--- config.mk ---
export PLATFORM = sky130hd
export DESIGN_NAME = pc_fetch_unit_flat
export DESIGN_NICKNAME = d
export VERILOG_FILES = /design/src/rtl/pc_fetch_unit_if.sv /design/src/rtl/pc_fetch_unit.sv /design/src/flat_wrapper.sv
export SDC_FILE = /design/constraint.sdc
export NUM_CORES = 1
export LEC_CHECK = 0
export CORE_MARGIN = 2
export CORE_UTILIZATION = 45
export DETAILED_ROUTE_END_ITERATION = 16
export GPL_ROUTABILITY_DRIVEN = 0
export PLACE_DENSITY = 0.83
export SYNTH_ARGS = -nofsm -noshare
export SYNTH_HDL_FRONTEND = slang
export SYNTH_SLANG_ARGS = --single-unit
--- constraint.sdc ---
create_clock -name clk -period 4.5 [get_ports clk]
set_input_delay 1.35 -clock clk [delete_from_list [all_inputs] [get_ports clk]]
set_output_delay 1.35 -clock clk [all_outputs]
set_load 0.1 [all_outputs]
--- src/rtl/pc_fetch_unit_if.sv ---
// Instruction-memory fetch bus: valid/ready request channel plus a valid-only response channel.
// The master side is the fetch unit and the slave side is instruction memory.
interface pc_fetch_unit_if;
  logic        req_valid;
  logic        req_ready;
  logic [31:0] addr;
  logic        rsp_valid;
  logic [31:0] rsp_data;

  modport master (
    output req_valid,
    output addr,
    input  req_ready,
    input  rsp_valid,
    input  rsp_data
  );

  modport slave (
    input  req_valid,
    input  addr,
    output req_ready,
    output rsp_valid,
    output rsp_data
  );
endinterface

--- src/rtl/pc_fetch_unit.sv ---
// Program counter owner and single-outstanding instruction fetcher.
// It holds the fetched instruction until the control unit writes a new PC.
module pc_fetch_unit #(
  parameter logic [31:0] RESET_VECTOR = 32'h0000_0000
) (
  input  logic                    clk,
  input  logic                    rst_n,
  input  logic [31:0]             pc_next,
  input  logic                    pc_write,
  output logic [31:0]             pc,
  output logic [31:0]             pc_plus4,
  pc_fetch_unit_if.master         imem,
  output logic                    ir_valid,
  output logic [31:0]             ir,
  output logic [31:0]             ir_pc,
  output logic                    drop_pending
);

  typedef enum logic [1:0] {
    S_REQ  = 2'd0,
    S_WAIT = 2'd1,
    S_HOLD = 2'd2
  } state_t;

  state_t      state;
  logic        req_valid_q;
  logic [31:0] req_pc;

  assign pc_plus4       = pc + 32'd4;
  assign imem.addr      = pc;
  assign imem.req_valid = req_valid_q;

  // A PC write while a response is owed marks that response stale, so it is
  // consumed and thrown away before the next request goes out.
  always_ff @(posedge clk) begin
    if (!rst_n) begin
      state        <= S_REQ;
      req_valid_q  <= 1'b1;
      pc           <= RESET_VECTOR;
      req_pc       <= 32'd0;
      ir_valid     <= 1'b0;
      ir           <= 32'd0;
      ir_pc        <= 32'd0;
      drop_pending <= 1'b0;
    end else begin
      if (pc_write) begin
        pc <= pc_next & ~32'd3;
      end
      case (state)
        S_REQ: begin
          if (imem.req_ready) begin
            state        <= S_WAIT;
            req_valid_q  <= 1'b0;
            req_pc       <= pc;
            drop_pending <= pc_write;
          end
        end
        S_WAIT: begin
          if (imem.rsp_valid) begin
            if (drop_pending || pc_write) begin
              state       <= S_REQ;
              req_valid_q <= 1'b1;
            end else begin
              state    <= S_HOLD;
              ir       <= imem.rsp_data;
              ir_pc    <= req_pc;
              ir_valid <= 1'b1;
            end
            drop_pending <= 1'b0;
          end else if (pc_write) begin
            drop_pending <= 1'b1;
          end
        end
        S_HOLD: begin
          if (pc_write) begin
            state       <= S_REQ;
            req_valid_q <= 1'b1;
            ir_valid    <= 1'b0;
          end
        end
        default: begin
          state       <= S_REQ;
          req_valid_q <= 1'b1;
        end
      endcase
    end
  end

endmodule

--- src/flat_wrapper.sv ---
// flat-port wrapper written by rule: the top's interface ports become plain ports
module pc_fetch_unit_flat 
#(
  parameter logic [31:0] RESET_VECTOR = 32'h0000_0000
)
  (clk, rst_n, pc_next, pc_write, pc, pc_plus4, ir_valid, ir, ir_pc, drop_pending, imem_req_valid, imem_addr, imem_req_ready, imem_rsp_valid, imem_rsp_data);
  pc_fetch_unit_if imem_i ();
  input  logic clk;
  input  logic rst_n;
  input  logic [31:0] pc_next;
  input  logic pc_write;
  output logic [31:0] pc;
  output logic [31:0] pc_plus4;
  output logic ir_valid;
  output logic [31:0] ir;
  output logic [31:0] ir_pc;
  output logic drop_pending;
  output wire logic [$bits(imem_i.req_valid)-1:0] imem_req_valid;
  output wire logic [$bits(imem_i.addr)-1:0] imem_addr;
  input wire logic [$bits(imem_i.req_ready)-1:0] imem_req_ready;
  input wire logic [$bits(imem_i.rsp_valid)-1:0] imem_rsp_valid;
  input wire logic [$bits(imem_i.rsp_data)-1:0] imem_rsp_data;
  assign imem_req_valid = imem_i.req_valid;
  assign imem_addr = imem_i.addr;
  assign imem_i.req_ready = imem_req_ready;
  assign imem_i.rsp_valid = imem_rsp_valid;
  assign imem_i.rsp_data = imem_rsp_data;
  pc_fetch_unit #(.RESET_VECTOR(RESET_VECTOR)) u_core (.clk(clk), .rst_n(rst_n), .pc_next(pc_next), .pc_write(pc_write), .pc(pc), .pc_plus4(pc_plus4), .imem(imem_i), .ir_valid(ir_valid), .ir(ir), .ir_pc(ir_pc), .drop_pending(drop_pending));
endmodule
After elaboration in Yosys (flattened, before gate mapping)
Index checks and enable logic that the tools add are counted.
{"block": "word_totals", "reg_bits": 127, "input_bits": 69, "wordCells": 45}
{"block": "classes", "n_addsub": 1, "eq_ne": 8, "muxes": 17, "n_bitwise": 1, "reduce_logical": 10}
{"cell": "adder 32 x 3 -> 32 bit, second input constant", "count": 1}
{"cell": "two-way mux 1 bit", "count": 9}
{"cell": "AND reduction 3 bit", "count": 3}
{"cell": "two-way mux 2 bit", "count": 4}
{"cell": "inequality test 2 bit, second input constant", "count": 4}
{"cell": "AND reduction 4 bit", "count": 2}
{"cell": "one-hot mux 2 bit (3 select lines)", "count": 1}
{"cell": "one-hot mux 1 bit (2 select lines)", "count": 2}
{"cell": "nonzero test 2 bit", "count": 2}
{"cell": "inequality test 3 bit, second input constant", "count": 1}
{"cell": "one-hot mux 1 bit (3 select lines)", "count": 1}
{"cell": "equality test 2 x 1 -> 1 bit, second input constant", "count": 1}
{"cell": "equality test 2 bit, second input constant", "count": 1}
{"cell": "zero test 2 bit", "count": 1}
{"cell": "inequality test 2 x 1 -> 1 bit, second input constant", "count": 1}
{"cell": "AND reduction 2 bit", "count": 1}
{"cell": "logical OR 1 bit", "count": 1}
{"cell": "NOT 1 bit", "count": 1}

Depth between registers and ports, before layout
Gate-level depths: netlist of the first run.
{"block": "depth", "ltp_word": 4, "mapped_depth": 7, "depth_no_buf": 5}

Worst setup path after synthesis of the first run
No wires, ideal clock.
{"block": "synth_path", "path_kind": "register to output", "startpoint": "reg u_core.pc[2] (netlist: u_core.imem.addr[2])", "endpoint": "out pc_plus4[22]", "arrival_ps": 3561, "required_time_ps": 3150, "path_slack_ps": -411, "path_stages_with_launch": 7, "path_buffers": 1, "cell_sequence": "dfxtp_1 > ha_1 > and3_1 > buf_2 > nand4_4 > nor3_1 > xor2_1"}
{"block": "synth_via", "elab_chain_len": 1}
{"element": "from (decl)", "line_no": "pc_fetch_unit.sv:10", "text": "output logic [31:0] pc,"}
{"element": "from (signal assigned)", "line_no": "pc_fetch_unit.sv:47", "text": "pc <= pc_next & ~32'd3;"}
{"element": "adder 32 x 3 -> 32 bit", "line_no": "pc_fetch_unit.sv:29", "text": "assign pc_plus4 = pc + 32'd4;"}
{"element": "to (decl)", "line_no": "flat_wrapper.sv:13", "text": "output logic [31:0] pc_plus4;"}
No other way between the ends.

Final worst setup path of the first run
{"block": "layout_path", "startpoint": "reg u_core.pc[3] (netlist: u_core.imem.addr[3])", "endpoint": "out pc_plus4[22]"}
The elaborated chain is that of the path after synthesis.

==> results.md, run 1 <==
- ANT nets after route: 0
- Drt wl/cell: 14.99 um
- Max FO, Critical Path: 8
- CP startpoint: u_core.imem.addr[3]$_SDFFE_PN0P_
- Filler cells: 1026
- Avg Cell Area, Syn: 8.830 um2
- Yosys top cell by area: dfxtp_1
- Clk slew on worst S/H paths: 0.06 ns
- Synth Instances: 649
- Antenna violations before repair: 0
- Initial Util: 45.78%
- Dpl cell area: 7741 um2
- Final worst setup slack: 0.4545 ns
- DRC Markers: 0
- PortBufs: 221
- Largest net degree at the start of global routing: 128
- Synth Register Bits: 127
- Max Clock Skew: 0.004548 ns
- Register area share after synthesis: 44.37%
- Most frequent cell after synthesis: nand2_1
- Final std cells w/o fill: 1005
- Fin crit share: 89.90%
- CTS hold repair buffers: 0
- Achievable Freq: 0.2472 GHz
- Chip height: 116.8 um
- CTS-repair resized insts: 0
- Status: finished, final reports clean
- Worst hold slack: 0.4452 ns
- IO Pins: 232
- DR vias: 4946
- Slowest cell delay on critical path: 0.49 ns
- Asr flop ratio synth: 0%
- Growth of design area from synthesis to finish: 46.59%
- Worst-case clock buffer depth: 2
- Synth cell count leaders: 193 x nand2_1, 127 x dfxtp_1, 60 x a21boi_1, 42 x buf_4
- Peak supply drop: 0.2301 mV
- Mapped Area: 5730 um2
- Worst path slowest cell: dfxtp_1
- Setup bufs post-CTS: 0
- CTS tree: yes
- CTS H-Tree Depth: 4
- Synth top area cells: dfxtp_1 44%, nand2_1 13%, a21boi_1 7.9%
- Fin. Hold Viols: 0
- GRT Util Overall: 21.52%
- Top cell type's share of synthesized area: 44.37%
- Pre-CTS setup slack: 0.8705 ns
- Via density per instance: 4.921
- Die area: 13650 um2
- Clock sinks: 127
- Final setup vio count: 0
- Chip width: 116.8 um
- First-pass GRT wire length: 22920 um
- Cells along the critical path: ha_1 -> and3_1 -> nand4_4 -> nor3_1 -> xor2_2 -> buf_4
- Crit path kind: reg -> out
- Placed cells: 973
- Gr ovfl total: 0
- Worst Max-Slew Pin Slew: 1.158 ns
- Total CTS buffers: 17
- ANT cells: 0
- Core Box Area: 12520 um2
- Synth cell types: 35
- Yosys warning total: 0
- RR Startpoint: u_core.state[0]$_SDFFE_PN0P_
- DRT iter0 DRCs: 207
- Share of cells above drive strength 1: 11.52%
- Leakage: 3.185 nW
- Vias in the first global route: 4758
- Critical Path End Type: primary output
- Min-delay worst type: reg -> reg
- Crit path arrival time: 2.70 ns
- Data required, critical path: 3.15 ns
- Hold Startpoint: u_core.req_pc[15]$_SDFFE_PN0P_
- P per Cell Area: 413.8 nW/um2
- Root Driver: clkbuf_16
- Max-Cap Viols: 0
- Startpoint types: register
- RSZ-0062 raised after global routing: no
- WL final: 15060 um
- Fin area: 8401 um2
- Clk_lat worst skew: 0.40 ns
- Max-slew headroom: 22.82%
- Post-synth EDFFs: 0
- Final core utilization: 67.11%
- Crit path time final: 4.045 ns
- First-pass iteration count of the detailed router: 4
- Final Max Tran Viols: 0
- Site row count: 41
- Post-DP HPWL: 10330 um
- Primary FF master, synth: dfxtp_1
- Nets@finish: 890
## metrics by stage
step	setup TNS [ns]	power [mW]
floorplan	-0.4243	1.834
global placement	0	1.990
detailed placement	0	1.998
CTS	0	3.499
global route	0	3.579
finish	0	3.476
## final cells by class
| type | count | area, um2 | area share (%) |
|---|---|---|---|
| multi-input combinational | 443 | 2796 | 33.29 |
| sequential | 127 | 2542 | 30.27 |
| timing repair buffer | 225 | 2165 | 25.77 |
| clock buffer | 17 | 425.4 | 5.064 |
| clock inverter | 15 | 234.0 | 2.785 |
| tap | 172 | 215.2 | 2.562 |
| inverter | 6 | 22.52 | 0.2681 |
## worst max-delay path, delay by kind of cell (launching register included)
family | cells | cell delay, ns
flops | 1 | 0.49
simple gates | 3 | 1.06
xor+xnor | 1 | 0.18
fa+ha+maj | 1 | 0.25
buf+inv | 1 | 0.31
## state kept, by name, summed over array words and instances, names as in the netlist
register               count
u_core.ir_valid            1
u_core.ir                 32
u_core.imem.req_valid      1
u_core.req_pc             30
u_core.state               2
u_core.imem.addr          30
u_core.ir_pc              30
u_core.drop_pending        1
## routing by layer
layer | global-route usage (%) | part of all wire [%] | vias to the layer above
li1 | - | - | 2397
met1 | 24.39 | 41 | 2342
met2 | 37.69 | 49 | 182
met3 | 6.334 | 7.9 | 25
met4 | 9.333 | 2.5 | 0
met5 | 0 | 0 | -
## placed cells by master, fill, tap and decap left out, types with 2 or more instances in the layout
cell / count
nor2_1: 9
and3_1: 3
nand3_1: 8
buf_4: 33
dfxtp_1: 127
a21oi_1: 3
and4_1: 5
xnor2_2: 10
a21boi_1: 60
bufinv_16: 5
mux2i_1: 30
conb_1: 8
clkinv_4: 3
nand4_4: 3
clkdlybuf4s50_1: 191
inv_6: 3
inv_1: 6
a21boi_0: 32
nand4_1: 2
xor2_2: 11
o21ai_0: 2
nor2b_1: 32
nand2_1: 193
nor3b_1: 3
nor3_1: 8
clkbuf_16: 17
o21bai_1: 2
nor3b_2: 2
clkinvlp_4: 2
xnor2_1: 5
xor2_1: 2
nor4_4: 2
## path summary, 6_finish.rpt
kind | end | slack, ns | depth (start not counted)
max | pc_plus4[22] | 0.45 | 6
min | u_core.ir_pc[15]$_SDFFE_PN0P_ | 0.45 | 2
max reg2reg | u_core.ir[23]$_SDFFE_PN0P_ | 2.23 | 4
min reg2reg | u_core.ir_pc[15]$_SDFFE_PN0P_ | 0.45 | 2
## where the power goes
group / internal [mW] / switching (mW)
Sequential: 1.16 / 0.0515
Combinational: 0.197 / 0.564
Clock: 0.993 / 0.509
## cells by family after synthesis
logic type               synth area share [%]
AND/OR/NAND/NOR                         22.64
flip-flops                              44.37
AO/OA/AOI/OAI                           13.03
buffers and inverters                   10.15
multiplexers                            5.240
XOR/XNOR                                4.280
adder cells (fa/ha/maj)                0.2183
other                                 0.06544
Note: power is estimated with default switching activity, not from simulation.
==> inputs of run 2 (changes only) <==
Settings changed: ABC_AREA set to 0, GPL_TIMING_DRIVEN set to 0, SLEW_MARGIN set to 20.
==> run 2 against run 1 <==
Critical path depth fell by 1. First-iteration DRC count rose by 9.7%. Design area rose by 6.3%. Setup slack got worse by 0.36 ns. Sequential share of layout area fell by 1.8 points. Global-route usage rose by 1.7 points. Die area did not move. Maximum frequency fell by 8.2%. Via count rose by 2.5%.
==> results.md, run 2 (synthesis results as in run 1) <==
- Status: finished, final reports clean
- Setup bufs post-CTS: 0
- FF-to-FF path depth: 5
- DR vias: 5071
- First-pass GRT wire length: 24210 um
- Crit path arrival time: 3.06 ns
- RSZ-0062 raised after global routing: no
- Max Clock Skew: 0.007984 ns
- Leakage: 3.494 nW
- WL final: 16040 um
- Total CTS buffers: 17
- Worst Max-Slew Pin Slew: 1.051 ns
- CTS H-Tree Depth: 4
- Hold Startpoint: u_core.req_pc[10]$_SDFFE_PN0P_
- Crit path time final: 4.406 ns
- ANT nets after route: 0
- Filler cells: 1009
- Data required, critical path: 3.15 ns
- Post-DP HPWL: 11870 um
- Comb pwr share: 23.5%
- First-pass iteration count of the detailed router: 4
- Pint: 2.329 mW
- IO Pins: 232
- GRT Util Overall: 23.18%
- Clk slew on worst S/H paths: 0.05 ns
- Max-slew headroom: 29.72%
- Core Box Area: 12520 um2
- Commonest non-fill, non-tap cell in the layout: clkdlybuf4s50_1
- Via density per instance: 4.700
- Gr ovfl total: 0
- Worst-case clock buffer depth: 2
- Fin crit share: 97.91%
- PortBufs: 219
- Root Driver: clkbuf_16
- Site row count: 41
- Flop pwr share: 35.3%
- Final setup vio count: 0
- Chip height: 116.8 um
- P_sw: 1.103 mW
- Crit path kind: reg -> out
- R2R Path End: u_core.ir_pc[24]$_SDFFE_PN0P_
- DRT iter0 DRCs: 227
- Dpl cell area: 8322 um2
- Antenna violations before repair: 0
- Growth of design area from synthesis to finish: 55.83%
- Chip width: 116.8 um
- Total power: 3.432 mW
- Final std cells w/o fill: 1079
- Nets@finish: 964
- Switching Share: 32.13%
- DRC Markers: 0
- Fin. Hold Viols: 0
- CTS tree: yes
- Clock share of power: 41.2%
- Die area: 13650 um2
- Hold endpoint: u_core.ir_pc[10]$_SDFFE_PN0P_
- CTS hold repair buffers: 0
- Final Max Tran Viols: 0
- Clk_lat worst skew: 0.41 ns
- Placed cells: 1047
- Largest net degree at the start of global routing: 17
- Hold depth: 2
- Max-Cap Viols: 0
- Initial Util: 45.78%
- Drt wl/cell: 14.86 um
- RR Startpoint: u_core.state[1]$_SDFFE_PN0P_
- Peak supply drop: 0.3432 mV
- Max FO, Critical Path: 9
- Clock sinks: 127
- Startpoint types: register
- Min-delay worst type: reg -> reg
- Vias in the first global route: 4819
- ANT cells: 0
- Most frequent cells in the layout: 203 x clkdlybuf4s50_1, 193 x nand2_1, 127 x dfxtp_1
- R2R setup slack: 2.76 ns
- Fin area: 8930 um2
- Share of cells above drive strength 1: 13.78%
- Max reg flops: 32
- Largest Register: u_core.ir
- Critical Path End Type: primary output
- Achievable Freq: 0.2270 GHz
- P per Cell Area: 384.3 nW/um2
## run 2: cell types whose count changed in the layout (fill, tap and decap cells not counted), moves of 5 or more
cell	delta
clkdlybuf4s15_1	+5
buf_6	+12
buf_4	+9
buf_2	+8
clkdlybuf4s50_1	+12
clkbuf_1	+20
## run 2: routing by layer
metal  share of wire, %  vias to the layer above  wire length (um)  global-route usage, %
li1                   -                     2548                 -                      -
met1                 41                     2338              6532                  26.39
met2                 49                      169              7817                  40.66
met3                9.4                       16              1505                  8.548
met4                1.1                        0               182                  7.059
met5                  0                        -                 0                      0
## run 2: timing repair
action                                  in CTS  in global routing
endpoints found under the setup margin      14                  9
hold endpoints to repair                     0                  0
gates resized for setup                     20                 11
gates cloned                                 0                  0
## run 2: power groups by stage
stage,registers (mW),clock network (mW),logic (mW)
detailed placement,1.23,0,0.811
finish,1.21,1.41,0.806
global placement,1.23,0,0.807
CTS,1.21,1.43,0.809
global route,1.22,1.48,0.837
floorplan,1.41,0,0.427
## run 2: critical path, cell delays in order (launching register included)
cell             delay [ns]
dfxtp_1                0.53
and4_1                 0.39
nand4_4                0.26
nor3_1                 0.43
xor2_2                 0.19
clkdlybuf4s15_1        0.86
## run 2: how the worst max path moves through the flow
stage,from,endpoint,depth (start not counted)
after floorplan,u_core.imem.addr[2]$_SDFFE_PN0P_,pc_plus4[14],5
after global placement,u_core.imem.addr[2]$_SDFFE_PN0P_,pc_plus4[28],7
after detailed placement,u_core.imem.addr[2]$_SDFFE_PN0P_,pc_plus4[28],7
after CTS,u_core.imem.addr[2]$_SDFFE_PN0P_,pc_plus4[19],6
after global routing,u_core.imem.addr[2]$_SDFFE_PN0P_,pc_plus4[18],7
final,u_core.imem.addr[13]$_SDFFE_PN0P_,pc_plus4[27],5
## run 2: final cells by class
cell class	instances	area, um2	share of cell area, %
plain buffers	80	559.3	6.263
clock inverters	11	163.9	1.836
repair buffers	219	2186	24.48
inverters	6	22.52	0.2522
well taps	172	215.2	2.410
flip-flops and latches	127	2542	28.47
multi-input cells	443	2790	31.25
clock buffers	21	450.4	5.044
## run 2: through the flow
step	worst slack, ns	TNS [ns]	hold slack (ns)	utilization, %
6_report	0.09388	0	0.4503	71.34
5_1_grt	0.002467	0	0.4707	71.34
4_1_cts	0.004367	0	0.4508	71.31
3_5_place_dp	0.1087	0	0.4423	66.48
3_3_place_gp	0.1507	0	0.4367	66.48
2_1_floorplan	-0.1699	-0.4243	0.4310	-
